$ cat src/rtl/timer_sequencer.sv
// Queues nonzero cycle counts and feeds them one at a time to a countdown timer.
// Optional replay of the queue is compiled in with `define SEQ_LOOP_EN (adds the loop port).
module timer_sequencer #(
  parameter int DEPTH = 4,
  parameter int WIDTH = 16
) (
  input  logic                       clk,
  input  logic                       reset_n,
  input  logic                       in_valid,
  input  logic [WIDTH-1:0]           in_cycles,
  output logic                       in_ready,
  input  logic                       start,
  input  logic                       abort,
  input  logic                       timer_busy,
`ifdef SEQ_LOOP_EN
  input  logic                       loop,
`endif
  output logic                       timer_load,
  output logic [WIDTH-1:0]           timer_cycles,
  output logic                       timer_clear,
  output logic [$clog2(DEPTH):0]     level,
  output logic                       running,
  output logic                       done,
  output logic                       drop_zero
);

  localparam int AW = $clog2(DEPTH);
  localparam int LW = AW + 1;

  typedef enum logic [1:0] {IDLE, ISSUE, WAIT_START, WAIT_DONE} state_t;

  state_t           state, next_state;
  logic [WIDTH-1:0] mem [DEPTH];
  logic [AW-1:0]    rd_ptr, wr_ptr;
  logic [LW-1:0]    count;
  logic             full, push, store, pop, recycle, write_en, finish;
  logic [WIDTH-1:0] head, write_data;

  // Replaying the head to the tail blocks new pushes for that cycle.
`ifdef SEQ_LOOP_EN
  assign recycle = loop && (state == ISSUE);
`else
  assign recycle = 1'b0;
`endif

  assign head        = mem[rd_ptr];
  assign full        = (count == LW'(DEPTH));
  assign in_ready    = !full && reset_n && !recycle;
  assign push        = in_valid && in_ready && !abort;
  assign store       = push && (in_cycles != '0);
  assign pop         = (state == ISSUE);
  assign write_en    = store || recycle;
  assign write_data  = recycle ? head : in_cycles;

  assign timer_load  = (state == ISSUE);
  assign timer_clear = !reset_n || abort;
  assign running     = (state != IDLE);
  assign level       = count;

  always_comb begin
    next_state = state;
    finish     = 1'b0;
    case (state)
      IDLE:       if (start && count != '0) next_state = ISSUE;
      ISSUE:      next_state = WAIT_START;
      WAIT_START: next_state = WAIT_DONE;
      WAIT_DONE: begin
        if (!timer_busy) begin
          if (count != '0 && start) begin
            next_state = ISSUE;
          end else begin
            next_state = IDLE;
            finish     = 1'b1;
          end
        end
      end
      default:    next_state = IDLE;
    endcase
    if (abort) begin
      next_state = IDLE;
      finish     = 1'b0;
    end
  end

  always_ff @(posedge clk) begin
    if (!reset_n) begin
      state        <= IDLE;
      rd_ptr       <= '0;
      wr_ptr       <= '0;
      count        <= '0;
      timer_cycles <= '0;
      done         <= 1'b0;
      drop_zero    <= 1'b0;
    end else begin
      state     <= next_state;
      done      <= finish;
      drop_zero <= push && (in_cycles == '0);
      if (abort) begin
        rd_ptr <= '0;
        wr_ptr <= '0;
        count  <= '0;
      end else begin
        if (write_en) wr_ptr <= wr_ptr + 1'b1;
        if (pop)      rd_ptr <= rd_ptr + 1'b1;
        if (write_en && !pop)      count <= count + 1'b1;
        else if (!write_en && pop) count <= count - 1'b1;
      end
      // The head is stable until ISSUE pops it, so it can be captured on entry.
      if (next_state == ISSUE) timer_cycles <= head;
    end
  end

  always_ff @(posedge clk) begin
    if (write_en && reset_n && !abort) mem[wr_ptr] <= write_data;
  end

endmodule

$ cat config.mk
export PLATFORM = sky130hd
export DESIGN_NAME = timer_sequencer
export DESIGN_NICKNAME = d
export VERILOG_FILES = /design/src/rtl/timer_sequencer.sv
export SDC_FILE = /design/constraint.sdc
export NUM_CORES = 1
export LEC_CHECK = 0
export ABC_CLOCK_PERIOD_IN_PS = 4800
export BUFFER_PORTS_ARGS = -buffer_cell sky130_fd_sc_hd__buf_4
export CAP_MARGIN = 5
export CELL_PAD_IN_SITES_DETAIL_PLACEMENT = 1
export CELL_PAD_IN_SITES_GLOBAL_PLACEMENT = 1
export CORE_UTILIZATION = 54
export CTS_BUF_LIST = sky130_fd_sc_hd__clkbuf_4
export DETAILED_ROUTE_END_ITERATION = 6
export PLACE_DENSITY = 0.9
export SLEW_MARGIN = 20
export SYNTH_ARGS = -nofsm -noshare
export SYNTH_HDL_FRONTEND = slang
export SYNTH_SLANG_ARGS = --single-unit
$ cat constraint.sdc
create_clock -name clk -period 4.8 [get_ports clk]
set_input_delay 0.48 -clock clk [delete_from_list [all_inputs] [get_ports clk]]
set_output_delay 0.48 -clock clk [all_outputs]
set_load 0.01 [all_outputs]
==> results.yml <==
die:
  core-area_sq_mm: 0.00635
  die_w_microns: 83.1
  die_h_microns: 83.1
  io_pins: 47
  rows: 29
  die_area_sq_mm: 0.00690
  initial_core_util: 0.559
synth:
  yosys_warnings: 0
  yosysUniqueCellTypes: 41
  syn_area_sq_mm: 0.00355
  ys.flop_type: "edfxtp_1"
  netlist_instances: 219
  ys_ff_latch: 91
  synth_edf_count: 64
  syn_area_per_cell_sq_um: 16.2
  ys_seq_area_frac: 0.694
  synth_fp_nets: 247
  async_flop_share: 0
routing:
  via_count: 2029
  initialDrtViolationCount: 167
  met1Wirelength_microns: 3180
  top_layer: "met4"
  firstDrtPassIters: 4
  viasPerCell: 5.76
  postRouteAntennaNets: 0
  drc: 0
  routedWlPerCell_microns: 20.9
  wl_met3_microns: 234
  wl_met2_microns: 3730
  routed_wl_microns: 7370
cts:
  post_cts_buffers: 0
  clk_latency_ps: 430
  cts_tree: "built"
  clockRootBuffer: "clkbuf_4"
  cts_resized: 0
  htreeDepth: 3
  hold_buffers: 0
  clk_pin_slew_ps: 140
  cts_buffer_depth: 2
  cts_sinks: 91
  cts_buffers: 9
run_status:
  status: "finished, final reports clean"
worst_setup_path:
  critPathTopFamily: "simple AND/OR/NAND/NOR gates"
  cp_max_fo: 7
  worstPathCellList: "or3b_1, and3_4, and2_4, ha_1, inv_1, fa_1, xor2_1, or3_2, a21oi_1"
  critPathRequiredTime_ps: 5150
  crit_type: "register to register"
  crit_arrival_ps: 2920
  cp-start-kind: "register"
  crit_buf_inv: 1
  slowest_delay_ps: 500
  crit_slowest_cell: "dfxtp_1"
  timing.critical_path.to_type: "register"
placed_design:
  port_buffers: 46
  post-dp-hpwl_microns: 5220
  gp_congestion: 0.770
  dp_slack_ps: 1960
finish:
  insertedDiodeCount: 0
  n_fill_cell: 584
  area_delta_synth_final_pct: 14.5
  drive_gt1_frac: 0.331
  nNetsFinal: 298
timing:
  period_minus_slack_ps: 2570
  fmax_mhz: 389
  worst_slack_ps: 2230
  slew_viol_final: 0
  setup_violations: 0
  setup_tns_ps: 0
  slew_headroom: 0.436
  min_period_over_period: 0.536
  tightest_slew_ps: 844
  hold_viol: 0
  fin_worst_skew_ps: 21.4
  rsz0062_at_grt: "false"
power:
  p_int_mw: 0.998
  p_per_area_mw_per_mm2: 316
  comb_power_share: 0.055
  p_switching_mw: 0.287
  cellLeakagePower_nw: 1.40
  p_clk_frac: 0.280
  switching_share: 0.223
  p_seq_frac: 0.665
  peakVddDrop_uv: 192
grt:
  grt_usage: 0.230
  antenna_found_initial: 0
  grt_pass1_wl_microns: 11500
  overflow: 0
  grt_max_degree: 19
  grt_pass1_vias: 2156
min_path:
  hold_path_class: "input port to register"
flow_run:
  maxCapViolations: 0
==> final timing paths <==
path                                              startpoint                           end  slack (ps)  cells past startpoint
worst max-delay path                   level[0]$_SDFFE_PP0P_         level[2]$_SDFFE_PP0P_        2230                      9
worst min-delay path                            in_cycles[6]           mem[0][6]$_DFFE_PP_         260                      1
worst max register to register         level[0]$_SDFFE_PP0P_         level[2]$_SDFFE_PP0P_        2230                      9
worst min register to register  timer_cycles[0]$_SDFFE_PN0N_  timer_cycles[0]$_SDFFE_PN0N_         460                      2
==> flip-flops by register name, summed over array words and instances, names as in the netlist <==
name / count
state: 2
timer_cycles: 16
drop_zero: 1
wr_ptr: 2
mem: 64
rd_ptr: 2
level: 3
done: 1
==> Yosys cell counts (all sizes together) (2+ instances only) <==
cell type | count | area share
nand3 | 3 | 0.0042
a21boi | 16 | 0.034
buf | 6 | 0.012
mux4 | 16 | 0.10
xor2 | 3 | 0.0074
edfxtp | 64 | 0.54
o31ai | 2 | 0.0095
dfxtp | 27 | 0.15
and3 | 6 | 0.013
nor2 | 7 | 0.0074
ha | 5 | 0.018
nand2 | 34 | 0.036
nor4 | 4 | 0.0071
o21ai | 2 | 0.0028
and2 | 2 | 0.0046
inv | 5 | 0.0053
==> cells in the final DEF, fill, tap and decap left out, types with 4 or more instances in the layout <==
| cell | Yosys | routed |
|---|---|---|
| nor2_1 | 7 | 7 |
| clkbuf_4 | 0 | 11 |
| buf_4 | 3 | 47 |
| nand2_1 | 34 | 34 |
| dfxtp_1 | 27 | 27 |
| a21boi_0 | 5 | 5 |
| a21boi_1 | 11 | 11 |
| and3_2 | 4 | 4 |
| edfxtp_1 | 64 | 64 |
| mux4_2 | 16 | 16 |
| ha_1 | 5 | 5 |
| nor4_1 | 4 | 4 |
| inv_1 | 5 | 5 |
==> per-stage QoR <==
stage	power [mW]	area (sq um)	utilization	instances	hold WS, ps
after floorplan	0.902	3550	-	219	462
final	1.28	4060	0.639	352	257
after global routing	1.33	4060	0.639	352	223
after global placement	0.936	3950	0.622	336	442
after detailed placement	0.942	3950	0.622	336	449
after CTS	1.29	4060	0.639	352	235
==> layout make-up <==
| class | count | area, sq um | share of cell area |
|---|---|---|---|
| Tap cell | 77 | 96.3 | 0.0237 |
| Multi-Input combinational cell | 115 | 1010 | 0.250 |
| Sequential cell | 91 | 2460 | 0.606 |
| Inverter | 6 | 22.5 | 0.00555 |
| Clock buffer | 11 | 82.6 | 0.0203 |
| Clock inverter | 5 | 28.8 | 0.00709 |
| Timing Repair Buffer | 47 | 353 | 0.0869 |
==> layer usage <==
metal  GRT usage  up-vias
li1            -      922
met1       0.309     1032
met2       0.362       55
met3      0.0398       20
met4       0.122        0
met5           0        -
==> power groups by stage <==
stage	registers [mW]	clock network, mW	logic, mW
finish	0.854	0.360	0.0703
floorplan	0.872	0	0.0304
CTS	0.854	0.368	0.0708
detailed placement	0.872	0	0.0704
global placement	0.871	0	0.0656
global route	0.855	0.400	0.0760
==> cell families after synthesis <==
kind of cell	synth area share
compound gates	0.0586
xor+xnor	0.00988
fa+ha+maj	0.0233
buf+inv	0.0198
flops	0.694
mux	0.104
simple gates	0.0900
==> worst register-to-register path, delay by kind of cell, from the launching register on <==
family	cells	cell delay [ps]
and+or+nand+nor	4	1040
xor gates and xnor gates	1	170
adders and majority gates	2	570
AOI/OAI and AO/OA	1	160
DFF	1	500
buffers and inverters	1	70
Note: power is estimated with default switching activity, not from simulation.
